$ cat config.mk
export PLATFORM = sky130hd
export DESIGN_NAME = sobel_frame_loader
export DESIGN_NICKNAME = d
export VERILOG_FILES = /design/src/rtl/sobel_pkg.sv /design/src/rtl/sobel_pix_counter.sv /design/src/rtl/sobel_frame_loader.sv
export SDC_FILE = /design/constraint.sdc
export NUM_CORES = 1
export LEC_CHECK = 0
export CORE_ASPECT_RATIO = 1.2
export CORE_UTILIZATION = 49
export CTS_CLUSTER_DIAMETER = 80
export DETAILED_ROUTE_END_ITERATION = 8
export GPL_TIMING_DRIVEN = 0
export PLACE_DENSITY_LB_ADDON = 0.3
export SLEW_MARGIN = 20
export SYNTH_ARGS = -nofsm -noshare
export SYNTH_HDL_FRONTEND = slang
export SYNTH_HIERARCHICAL = 1
export SYNTH_SLANG_ARGS = --single-unit
$ cat constraint.sdc
create_clock -name ap_clk -period 3 [get_ports ap_clk]
set_input_delay 0.75 -clock ap_clk [delete_from_list [all_inputs] [get_ports ap_clk]]
set_output_delay 0.75 -clock ap_clk [all_outputs]
set_load 0.005 [all_outputs]
$ cat src/rtl/sobel_pkg.sv
// Shared definitions for the Sobel frame loader: default geometry, loader FSM
// states and a geometry sanity helper used at elaboration.
package sobel_pkg;

  localparam int DEF_IMG_W  = 512;
  localparam int DEF_IMG_H  = 512;
  localparam int DEF_ADDR_W = 18;
  localparam int DEF_PIX_W  = 8;

  localparam int FRAME_PIXELS = DEF_IMG_W * DEF_IMG_H;

  typedef enum logic [1:0] {
    LOAD  = 2'd0,
    START = 2'd1,
    RUN   = 2'd2,
    DONE  = 2'd3
  } loader_state_t;

  // {row, col} addressing only works when the row width is a power of two
  // and the address exactly covers the frame.
  function automatic bit geometry_ok(input int img_w, input int img_h, input int addr_w);
    bit pow2_w;
    pow2_w = (img_w > 0) && ((img_w & (img_w - 1)) == 0);
    return pow2_w && (img_h > 0) && ((longint'(1) << addr_w) == longint'(img_w) * img_h);
  endfunction

endpackage

$ cat src/rtl/sobel_pix_counter.sv
// Raster pixel index counter: enable, synchronous clear, explicit wrap at the
// last index and a flag marking that index.
module sobel_pix_counter
  import sobel_pkg::*;
#(
  parameter int                ADDR_W   = DEF_ADDR_W,
  parameter logic [ADDR_W-1:0] LAST_IDX = '1
) (
  input  logic              clk_i,
  input  logic              rst_ni,
  input  logic              en_i,
  input  logic              clr_i,
  output logic [ADDR_W-1:0] cnt_o,
  output logic              last_o
);

  logic [ADDR_W-1:0] cnt_q, cnt_d;
  logic              at_last;

  assign at_last = (cnt_q == LAST_IDX);

  always_comb begin
    cnt_d = cnt_q;
    if (clr_i) begin
      cnt_d = '0;
    end else if (en_i) begin
      cnt_d = at_last ? '0 : cnt_q + ADDR_W'(1);
    end
  end

  always_ff @(posedge clk_i or negedge rst_ni) begin
    if (!rst_ni) begin
      cnt_q <= '0;
    end else begin
      cnt_q <= cnt_d;
    end
  end

  assign cnt_o  = cnt_q;
  assign last_o = at_last;

endmodule

$ cat src/rtl/sobel_frame_loader.sv
// Loads one raster frame into the Sobel kernel's indata RAM, launches the
// kernel through ap_start/ap_ready/ap_done and reports frame completion.
module sobel_frame_loader
  import sobel_pkg::*;
#(
  parameter int IMG_W  = DEF_IMG_W,
  parameter int IMG_H  = DEF_IMG_H,
  parameter int ADDR_W = DEF_ADDR_W,
  parameter int PIX_W  = DEF_PIX_W
) (
  input  logic              ap_clk,
  input  logic              ap_rst_n,
  input  logic [PIX_W-1:0]  s_pix_tdata,
  input  logic              s_pix_tvalid,
  output logic              s_pix_tready,
  input  logic              s_pix_tlast,
  output logic [ADDR_W-1:0] indata_address0,
  output logic              indata_ce0,
  output logic              indata_we0,
  output logic [PIX_W-1:0]  indata_d0,
  output logic              sobel_start,
  input  logic              sobel_ready,
  input  logic              sobel_done,
  output logic              frame_done,
  output logic [15:0]       frame_count,
  output logic              err_tlast
);

  localparam logic [ADDR_W-1:0] LAST_IDX = ADDR_W'(IMG_W * IMG_H - 1);

  if (!geometry_ok(IMG_W, IMG_H, ADDR_W)) begin : g_bad_geometry
    $error("sobel_frame_loader: IMG_W must be a power of two and 2**ADDR_W must equal IMG_W*IMG_H");
  end

  loader_state_t     state_q;
  logic              tready_q;
  logic              start_q;
  logic              frame_done_q;
  logic [15:0]       frame_count_q;
  logic              err_tlast_q;

  logic              beat;
  logic              trunc;
  logic [ADDR_W-1:0] pix_cnt;
  logic              pix_last;

  // tready_q is only ever set while in LOAD, so it doubles as the state gate.
  assign beat  = s_pix_tvalid & tready_q;
  assign trunc = beat & s_pix_tlast & ~pix_last;

  sobel_pix_counter #(
    .ADDR_W   (ADDR_W),
    .LAST_IDX (LAST_IDX)
  ) u_pix_counter (
    .clk_i  (ap_clk),
    .rst_ni (ap_rst_n),
    .en_i   (beat),
    .clr_i  (trunc),
    .cnt_o  (pix_cnt),
    .last_o (pix_last)
  );

  // Write path is combinational from the beat; idle values are forced to 0.
  assign indata_ce0      = beat;
  assign indata_we0      = beat;
  assign indata_address0 = beat ? pix_cnt : '0;
  assign indata_d0       = beat ? s_pix_tdata : '0;

  always_ff @(posedge ap_clk or negedge ap_rst_n) begin
    if (!ap_rst_n) begin
      state_q       <= LOAD;
      tready_q      <= 1'b0;
      start_q       <= 1'b0;
      frame_done_q  <= 1'b0;
      frame_count_q <= '0;
      err_tlast_q   <= 1'b0;
    end else begin
      frame_done_q <= 1'b0;
      unique case (state_q)
        LOAD: begin
          tready_q <= 1'b1;
          if (beat) begin
            if (pix_last) begin
              state_q  <= START;
              tready_q <= 1'b0;
              start_q  <= 1'b1;
              if (!s_pix_tlast) err_tlast_q <= 1'b1;
            end else if (s_pix_tlast) begin
              err_tlast_q <= 1'b1;
            end
          end
        end
        START: begin
          if (sobel_ready) begin
            start_q <= 1'b0;
            if (sobel_done) begin
              state_q       <= DONE;
              frame_done_q  <= 1'b1;
              frame_count_q <= frame_count_q + 16'd1;
            end else begin
              state_q <= RUN;
            end
          end
        end
        RUN: begin
          if (sobel_done) begin
            state_q       <= DONE;
            frame_done_q  <= 1'b1;
            frame_count_q <= frame_count_q + 16'd1;
          end
        end
        DONE: begin
          state_q  <= LOAD;
          tready_q <= 1'b1;
        end
        default: state_q <= LOAD;
      endcase
    end
  end

  assign s_pix_tready = tready_q;
  assign sobel_start  = start_q;
  assign frame_done   = frame_done_q;
  assign frame_count  = frame_count_q;
  assign err_tlast    = err_tlast_q;

endmodule

==> reports/results.txt, run 1 <==
Status = completed
Initial antenna violation count = 0
Clock tree buffer depth = 2
CTS HTree Levels = 2
Async SR Flop Fraction = 1.00
Final Skew = 4.39 ps
Critical Path Stages = 5
Die ar. = 0.00517 sq mm
Power Internal = 0.795 mW
WL met2 = 2.87 mm
Post-DP HPWL = 4.16 mm
DRT Wirelength = 5.63 mm
Critical Path RT = 2250 ps
Final hold vios = 0
Post-synthesis cell area = 0.00239 sq mm
Num rows = 27
Boundary pin count = 62
Layout cells sized above 1 = 0.107
Pins Over Slew Limit = 0
Max cap viols = 0
Critical Path Fanout Max = 11
Sequential share of the synthesized area = 0.418
Post-synth top area cell = dfrtp_1
Synth Flop Type = dfrtp_1
Startpoint Class = register
Clock tree sinks = 40
Core area = 0.00463 sq mm
Initial DRC Count = 161
GRT Residual Overflow = 0
Clk_lat worst skew = 290 ps
Synth top area share = 0.418
Power Total = 1.08 mW
Syn nets = 271
Total GRT Usage = 0.232
HP Class = input port to async pin
Crit path buf inv count = 4
Post-synth EDFFs = 0
RD Place Congestion = 0.808
M1 WL = 2.49 mm
Slew headroom = 0.408
First-pass GRT wire length = 9.38 mm
CTS root buffer = clkbuf_8
Critical Path AT = 2110 ps
Clock power share = 0.316
Starting density of the core = 0.517
Largest net degree at the start of global routing = 29
Mean area per synthesized cell = 9.62 sq um
CTS Hold Bufs = 0
Flops & latches, synth = 40
Sequential share of power = 0.533
Area growth, synth to finish = 32.5%
Logic pwr share = 0.151
Crit-path slowest cell = clkdlybuf4s50_1
Routed vias = 2127
Critical Path End Type = output port
Via density = 5.67
Worst Max-Slew Pin Slew = 879 ps
Cell variety after synth = 50
Switching Power = 0.284 mW
Routed len/inst = 15.0 microns
Switching fraction of total power = 0.263
# DRC = 0
Cells after Synth = 249
Worst vdd ir = 0.281 mV
Top delay family on crit path = buffers and inverters
Routed met3 length = 219 microns
Fin cells = 375
Final setup violation count = 0
TritonCTS clock tree = done
Inst Count DP = 368
Synth warnings = 6
Fin crit period = 2860 ps
Clock-pin slew on the worst setup and hold paths = 80 ps
Final worst path period share = 0.954
Uppermost routed layer = met4
Lkg Pwr = 1.40 nW
PD cells = 340 mW/mm^2
Die width = 65.8 microns
Reg2reg path depth = 8
CTS Buf Count = 5
Cells taking the most area after synthesis = dfrtp_1, and3_1, xnor2_1
Layout net count = 339
Antenna-violating nets left = 0
Vias in the first global route = 2087
Slowest cell delay on critical path = 480 ps
Die Span Y = 78.6 microns
Port-buffer cells = 60
Length of the first detailed-routing pass in iterations = 4
F_max = 0.349 GHz
CP Class = register to output port
Ant. Diodes = 0
CP cell instances = clkbuf_1 -> nand2_1 -> clkinvlp_4 -> buf_4 -> clkdlybuf4s50_1
-- power groups by stage --
stage          Combinational (mW)  Clock, mW  Sequential [mW]
2_1_floorplan              0.0844          0            0.580
3_3_place_gp                0.155          0            0.584
3_5_place_dp                0.162          0            0.585
4_1_cts                     0.162      0.347            0.574
5_1_grt                     0.182      0.370            0.579
6_report                    0.163      0.341            0.575
-- repair_timing --
action	in CTS	in global routing
gates resized for setup	0	4
setup buffers	0	0
setup endpoints to repair	0	12
-- layout by cell type (no fill, tap or decap), drive strengths merged, types with 2 or more instances in the layout --
| cell type | n |
|---|---|
| clkinvlp | 2 |
| and3 | 34 |
| a31o | 2 |
| xnor2 | 16 |
| a31oi | 3 |
| dfrtp | 40 |
| or3 | 4 |
| nor3 | 6 |
| and2 | 4 |
| ha | 8 |
| nand4b | 2 |
| nand4 | 12 |
| or4 | 3 |
| inv | 7 |
| nor2 | 14 |
| clkbuf | 14 |
| clkdlybuf4s50 | 59 |
| nand2 | 19 |
| o21ai | 6 |
| and4 | 3 |
| nand3 | 10 |
| buf | 6 |
| nor4 | 3 |
| nand2b | 3 |
| o31ai | 4 |
| xor2 | 7 |
| a21oi | 10 |
-- final cells by class --
| class | instances | area, sq um |
|---|---|---|
| multi-input cells | 188 | 1310 |
| inverters | 8 | 33.8 |
| clock buffers | 5 | 68.8 |
| well taps | 58 | 72.6 |
| flip-flops and latches | 40 | 1000 |
| repair buffers | 61 | 616 |
| clock inverters | 2 | 12.5 |
| fillers | 363 | 1450 |
| plain buffers | 13 | 63.8 |
-- logic make-up (layout without fill, tap and decap cells) --
| family | after synthesis | count (layout) | synth area share |
|---|---|---|---|
| AOI/OAI and AO/OA | 34 | 34 | 0.0951 |
| muxes | 1 | 1 | 0.00470 |
| adders and majority gates | 8 | 8 | 0.0418 |
| buffers and inverters | 21 | 89 | 0.0387 |
| DFF | 40 | 40 | 0.418 |
| xor gates and xnor gates | 23 | 23 | 0.0841 |
| and+or+nand+nor | 122 | 122 | 0.318 |
-- synth_stat cells, types with 2 or more instances --
library cell,count
a21oi_1,10
nand4_1,9
and3_1,34
clkbuf_1,8
or4_1,3
nand2b_1,3
nand4_2,2
a31oi_1,3
nand4b_1,2
nand2_1,18
nand3_1,9
o21ai_0,6
xnor2_1,16
nor4_1,3
and4_1,2
or3_4,2
o31ai_1,4
nor3_4,2
a31o_2,2
and2_1,4
inv_1,8
dfrtp_1,40
buf_4,3
xor2_1,7
ha_1,8
nor3_1,4
nor2_1,14
-- through the flow --
step | worst slack, ps | TNS (ps) | utilization | hold slack (ps) | instance area [sq um]
after floorplan | 610 | 0 | - | 454 | 2390
after global placement | 182 | 0 | 0.663 | 453 | 3070
after detailed placement | 103 | 0 | 0.666 | 469 | 3080
after CTS | 91.2 | 0 | 0.684 | 353 | 3160
after global routing | -17.6 | -17.6 | 0.686 | 367 | 3170
final | 137 | 0 | 0.686 | 345 | 3170
-- registers in the layout (all words and copies together) (netlist names) --
name / flops
err_tlast: 1
frame_count: 16
frame_done: 1
s_pix_tready: 1
sobel_start: 1
state_q: 2
u_pix_counter/cnt_o: 18
-- layer usage --
metal  track usage  vias to the layer above
met5             0                        -
met2         0.408                       52
met1         0.287                     1029
met3        0.0407                        5
li1              -                     1041
met4        0.0587                        0
-- worst paths after layout --
check,from,end,slack (ps)
min in group ap_clk,err_tlast$_DFFE_PN0P_,err_tlast$_DFFE_PN0P_,480
worst max register to register,u_pix_counter/cnt_o[0]$_DFFE_PN0P_,u_pix_counter/cnt_o[12]$_DFFE_PN0P_,300
worst min register to register,err_tlast$_DFFE_PN0P_,err_tlast$_DFFE_PN0P_,480
worst min-delay path,ap_rst_n,u_pix_counter/cnt_o[13]$_DFFE_PN0P_,340
worst max-delay path,s_pix_tready$_DFFE_PN0P_,indata_we0,140
max in group asynchronous,ap_rst_n,u_pix_counter/cnt_o[15]$_DFFE_PN0P_,2210
No activity file was read; power rests on OpenSTA's default activity.
==> run 2, diff against run 1 <==
SETUP_SLACK_MARGIN = 0.1   (was unset)
==> run 2 against run 1 <==
Net effect: via count shrank 0.47%; worst hold slack is essentially flat; combinational power is essentially flat; count of clock-buffer cells in the layout is the same; sequential cell count is the same; cell count is the same; largest power group unchanged; wire length is essentially flat; non-clock buffer count is the same; register-to-register slack is essentially flat; sequential power is essentially flat.
==> reports/results.txt, run 2 (synthesis results as in run 1) <==
Status = completed (unchanged)
Lkg Pwr = 1.40 nW (about the same)
Crit path buf inv count = 4 (unchanged)
Die Span Y = 78.6 microns (unchanged)
RSZ-0062 raised after global routing = false
First-pass GRT wire length = 9.38 mm (unchanged)
TritonCTS clock tree = done (unchanged)
Multi-input gate area = 0.00131 sq mm (unchanged)
Power Total = 1.08 mW (about the same)
F_max = 0.361 GHz (was 0.349 GHz)
Fin area = 0.00318 sq mm (was 0.00317 sq mm)
Slowest cell delay on critical path = 430 ps (was 480 ps)
Antenna-violating nets left = 0 (unchanged)
Initial DRC Count = 163 (was 161)
Critical Path End Type = output port (unchanged)
# DRC = 0 (unchanged)
Vias in the first global route = 2087 (unchanged)
Routed len/inst = 15.0 microns (about the same)
Starting density of the core = 0.517 (unchanged)
Layout cells sized above 1 = 0.110 (was 0.107)
Final Skew = 3.87 ps (was 4.39 ps)
Boundary pin count = 62 (unchanged)
Max cap viols = 0 (unchanged)
Final setup violation count = 0 (unchanged)
Startpoint Class = input port (was register)
Largest register FFs = 18 (unchanged)
GRT Residual Overflow = 0 (unchanged)
CP Class = input port to output port (was register to output port)
Worst Max-Slew Pin Slew = 892 ps (was 879 ps)
Clock tree buffer depth = 2 (unchanged)
Initial antenna violation count = 0 (unchanged)
Critical Path RT = 2250 ps (about the same)
Critical Path Fanout Max = 11 (unchanged)
Clk_lat worst skew = 290 ps (about the same)
Total GRT Usage = 0.232 (unchanged)
Final worst path period share = 0.923 (was 0.954)
Routed vias = 2117 (was 2127)
Length of the first detailed-routing pass in iterations = 4 (unchanged)
Clock tree sinks = 40 (unchanged)
CTS Hold Bufs = 0 (unchanged)
Die ar. = 0.00517 sq mm (unchanged)
RD Place Congestion = 0.808 (unchanged)
Setup bufs post-CTS = 0 (unchanged)
Die width = 65.8 microns (unchanged)
Largest net degree at the start of global routing = 29 (unchanged)
DRT Wirelength = 5.63 mm (about the same)
CTS Buf Count = 5 (unchanged)
CTS root buffer = clkbuf_8 (unchanged)
Commonest non-fill, non-tap cell in the layout = clkdlybuf4s50_1 (unchanged)
Num rows = 27 (unchanged)
Slew headroom = 0.400 (was 0.408)
Port-buffer cells = 60 (unchanged)
PD cells = 340 mW/mm^2 (about the same)
Fin crit period = 2770 ps (was 2860 ps)
Post-DP HPWL = 4.16 mm (unchanged)
Final hold vios = 0 (unchanged)
CP cell instances = clkbuf_2 -> nand2_1 -> clkinvlp_4 -> buf_4 -> clkdlybuf4s50_1 (was clkbuf_1 -> nand2_1 -> clkinvlp_4 -> buf_4 -> clkdlybuf4s50_1)
Worst vdd ir = 0.280 mV (was 0.281 mV)
Via density = 5.65 (was 5.67)
Total negative slack = 0 ps (unchanged)
Layout net count = 339 (unchanged)
Clock-pin slew on the worst setup and hold paths = 80 ps (about the same)
Ant. Diodes = 0 (unchanged)
CTS HTree Levels = 2 (unchanged)
Crit-path slowest cell = clkdlybuf4s50_1 (unchanged)
Area growth, synth to finish = 32.6% (was 32.5%)
Cells resized by post-CTS repair = 1 (was 0)
Pins Over Slew Limit = 0 (unchanged)
Filler cells = 363 (unchanged)
Core area = 0.00463 sq mm (unchanged)
Dpl cell area = 0.00308 sq mm (unchanged)
Most frequent cells in the layout = clkdlybuf4s50_1, dfrtp_1, and3_1 (unchanged)
Seq. cell area = 0.00100 sq mm (unchanged)
Top delay family on crit path = buffers and inverters (unchanged)
Critical Path AT = 2020 ps (was 2110 ps)
HP Class = input port to async pin (unchanged)
[run 2: where the power goes]
| group | leakage [nW] | switching [mW] | total, mW | internal, mW |
|---|---|---|---|---|
| logic | 0.822 | 0.0793 | 0.163 | 0.0833 |
| clock network | 0.0400 | 0.184 | 0.341 | 0.157 |
| registers | 0.542 | 0.0206 | 0.575 | 0.554 |
| total | 1.40 | 0.283 | 1.08 | 0.795 |
[run 2: worst reg2reg max path, cell delays in order (launching register included)]
cell	delay (ps)
dfrtp_1	470
ha_1	310
nand4_1	120
nor3_1	50
and3_1	270
nor3b_2	380
clkbuf_1	390
clkbuf_1	470
nor2_1	110
[run 2: path summary, 6_finish.rpt]
| check | start | endpoint | slack (ps) | cells past startpoint |
|---|---|---|---|---|
| setup / recovery | s_pix_tvalid | indata_we0 | 230 | 5 |
| hold / removal | ap_rst_n | u_pix_counter/cnt_o[13]$_DFFE_PN0P_ | 350 | 1 |
| setup reg to reg | u_pix_counter/cnt_o[0]$_DFFE_PN0P_ | u_pix_counter/cnt_o[12]$_DFFE_PN0P_ | 300 | 8 |
| hold reg to reg | err_tlast$_DFFE_PN0P_ | err_tlast$_DFFE_PN0P_ | 480 | 1 |
| max in group asynchronous | ap_rst_n | u_pix_counter/cnt_o[0]$_DFFE_PN0P_ | 2210 | 2 |
| min in group ap_clk | err_tlast$_DFFE_PN0P_ | err_tlast$_DFFE_PN0P_ | 480 | 1 |
[run 2: area by class of cell]
class | count | area share
inverter | 8 | 0.0106
tap | 58 | 0.0229
sequential | 40 | 0.315
clock buffer | 5 | 0.0217
multi-input combinational | 188 | 0.411
buffer | 13 | 0.0205
clock inverter | 2 | 0.00394
timing repair buffer | 61 | 0.194
[run 2: stage by stage]
step                      hold WS (ps)  worst slack [ps]   util  instances
final                              345               231  0.686        375
after global routing               367               122  0.686        375
after CTS                          353               171  0.685        375
after detailed placement           469               103  0.666        368
after global placement             453               182  0.663        367
after floorplan                    454               610      -        249
[run 2: layer usage]
metal	up-vias	wire length, microns	track usage
li1	1041	-	-
met3	5	233	0.0407
met5	-	0	0
met4	0	48	0.0587
met1	1025	2460	0.287
met2	46	2880	0.408
==> run 3, diff against run 2 <==
CTS_CLUSTER_SIZE = 28   (was unset)
REMOVE_ABC_BUFFERS = 1   (was unset)
==> run 3 against run 2 <==
Net effect: clock skew is 2.1 ps higher; worst setup slack worse by 49 ps; sequential power is 3% higher; maximum frequency is 1.7% lower; non-clock buffer count is 9 lower; power is 8.2% higher; die area stayed put; combinational power is 13% lower; first-iteration DRC count is 50% lower; critical path type unchanged.
==> reports/results.txt, run 3 (synthesis results as in run 1) <==
# DRC = 0 (unchanged)
Worst vdd ir = 0.265 mV (was 0.280 mV)
Post-DP HPWL = 3.86 mm (was 4.16 mm)
CTS Hold Bufs = 0 (unchanged)
GR Util met3 = 0.0625 (was 0.0407)
Largest register FFs = 18 (unchanged)
Die width = 65.8 microns (unchanged)
Util after Layout = 0.687 (was 0.686)
CTS root buffer = clkbuf_8 (unchanged)
Commonest non-fill, non-tap cell in the layout = clkdlybuf4s50_1 (unchanged)
F_max = 0.355 GHz (was 0.361 GHz)
Critical Path Fanout Max = 28 (was 11)
DRT Wirelength = 5.56 mm (was 5.63 mm)
Die Span Y = 78.6 microns (unchanged)
Clock tree sinks = 40 (unchanged)
Final Skew = 5.93 ps (was 3.87 ps)
PD cells = 367 mW/mm^2 (was 340 mW/mm^2)
Antenna-violating nets left = 0 (unchanged)
GR Util met2 = 0.407 (was 0.408)
Final setup violation count = 0 (unchanged)
Via density = 5.74 (was 5.65)
Status = completed (unchanged)
Pins Over Slew Limit = 0 (unchanged)
CTS Buf Count = 5 (unchanged)
Final hold vios = 0 (unchanged)
Slew headroom = 0.381 (was 0.400)
CP cell instances = buf_2 -> nand2_2 -> clkinvlp_4 -> clkdlybuf4s50_1 (was clkbuf_2 -> nand2_1 -> clkinvlp_4 -> buf_4 -> clkdlybuf4s50_1)
Num rows = 27 (unchanged)
Dpl cell area = 0.00304 sq mm (was 0.00308 sq mm)
RSZ-0062 raised after global routing = true (was false)
Clock-pin slew on the worst setup and hold paths = 80 ps (about the same)
Length of the first detailed-routing pass in iterations = 4 (unchanged)
Clock tree buffer depth = 2 (unchanged)
RD Place Congestion = 0.821 (was 0.808)
Power Total = 1.17 mW (was 1.08 mW)
Core area = 0.00463 sq mm (unchanged)
Ant. Diodes = 0 (unchanged)
Final hold slack = 314 ps (was 345 ps)
First-pass GRT wire length = 9.45 mm (was 9.38 mm)
Routed vias = 2114 (was 2117)
Inst Count DP = 357 (was 368)
Layout cells sized above 1 = 0.113 (was 0.110)
HP Class = input port to async pin (unchanged)
Routed len/inst = 15.1 microns (was 15.0 microns)
Crit-path slowest cell = clkdlybuf4s50_1 (unchanged)
Critical Path AT = 2070 ps (was 2020 ps)
Boundary pin count = 62 (unchanged)
Clk_lat worst skew = 290 ps (about the same)
Slowest cell delay on critical path = 550 ps (was 430 ps)
Critical Path End Type = output port (unchanged)
Fin cells = 368 (was 375)
Lkg Pwr = 1.40 nW (about the same)
Critical Path RT = 2250 ps (about the same)
M1 GR Usage = 0.274 (was 0.287)
Vias in the first global route = 2098 (was 2087)
CP Class = input port to output port (unchanged)
Starting density of the core = 0.517 (unchanged)
Die ar. = 0.00517 sq mm (unchanged)
Layer with the highest usage = met2 (unchanged)
Startpoint Class = input port (unchanged)
Largest net degree at the start of global routing = 32 (was 29)
Initial DRC Count = 81 (was 163)
GRT Residual Overflow = 0 (unchanged)
TritonCTS clock tree = done (unchanged)
Area growth, synth to finish = 32.8% (was 32.6%)
Most frequent cells in the layout = clkdlybuf4s50_1, dfrtp_1, and3_1 (unchanged)
Port-buffer cells = 61 (was 60)
Total GRT Usage = 0.235 (was 0.232)
Max cap viols = 0 (unchanged)
Fin area = 0.00318 sq mm (about the same)
Worst Max-Slew Pin Slew = 920 ps (was 892 ps)
Final worst path period share = 0.939 (was 0.923)
CTS HTree Levels = 2 (unchanged)
Layout net count = 331 (was 339)
Initial antenna violation count = 0 (unchanged)
Fin crit period = 2820 ps (was 2770 ps)
run 3: changes by cell type in the layout (fill, tap and decap cells not counted):
cell and change:
bufinv_16 +1, clkbuf_1 -5, clkbuf_2 -3, clkinvlp_2 +1
clkinvlp_4 -1, dfrtp_1 -1, dfrtp_2 +1, nand2_1 -1
nand2_2 +1, nor3b_2 -1, nor3b_4 +1
run 3: worst paths after layout:
check	start	to	slack, ps	cells after the start
worst max-delay path	s_pix_tvalid	indata_ce0	180	4
min in group ap_clk	err_tlast$_DFFE_PN0P_	err_tlast$_DFFE_PN0P_	470	1
worst min register to register	err_tlast$_DFFE_PN0P_	err_tlast$_DFFE_PN0P_	470	1
worst max register to register	u_pix_counter/cnt_o[0]$_DFFE_PN0P_	u_pix_counter/cnt_o[9]$_DFFE_PN0P_	530	10
max in group asynchronous	ap_rst_n	s_pix_tready$_DFFE_PN0P_	2230	2
worst min-delay path	ap_rst_n	u_pix_counter/cnt_o[3]$_DFFE_PN0P_	310	1
run 3: what timing repair did:
item / in CTS / in global routing
resized for setup: 8 / 1
buffers inserted: 0 / 2
endpoints found under the hold margin: 0 / 0
pin swaps: 0 / 1
cloned: 1 / 0
setup endpoints to repair: 42 / 3
run 3: cell type report:
class,instances,area [sq um]
well taps,58,72.6
multi-input cells,188,1320
fillers,380,1450
clock buffers,6,72.6
repair inverters,1,5.00
clock inverters,2,35.0
inverters,8,33.8
repair buffers,65,643
flip-flops and latches,40,1000
run 3: routing by layer:
layer | vias up | part of all wire
met1 | 1019 | 0.41
met3 | 10 | 0.066
li1 | 1022 | -
met5 | - | 0
met4 | 0 | 0.017
met2 | 63 | 0.51
run 3: power breakdown:
part           switching, mW  internal (mW)  total [mW]
logic                 0.0635         0.0786       0.142
clock network          0.188          0.247       0.435
registers             0.0362          0.554       0.590
total                  0.287          0.879        1.17
run 3: through the flow:
step / TNS, ps / setup WS [ps]
floorplan: -120 / -64.7
global placement: -30710 / -1710
detailed placement: -14510 / -830
CTS: 0 / 118
global route: 0 / 86.0
finish: 0 / 183
run 3: critical path: cells and delay by family:
| family | cells | cell delay, ps |
|---|---|---|
| and+or+nand+nor | 1 | 190 |
| buffers and inverters | 3 | 1120 |
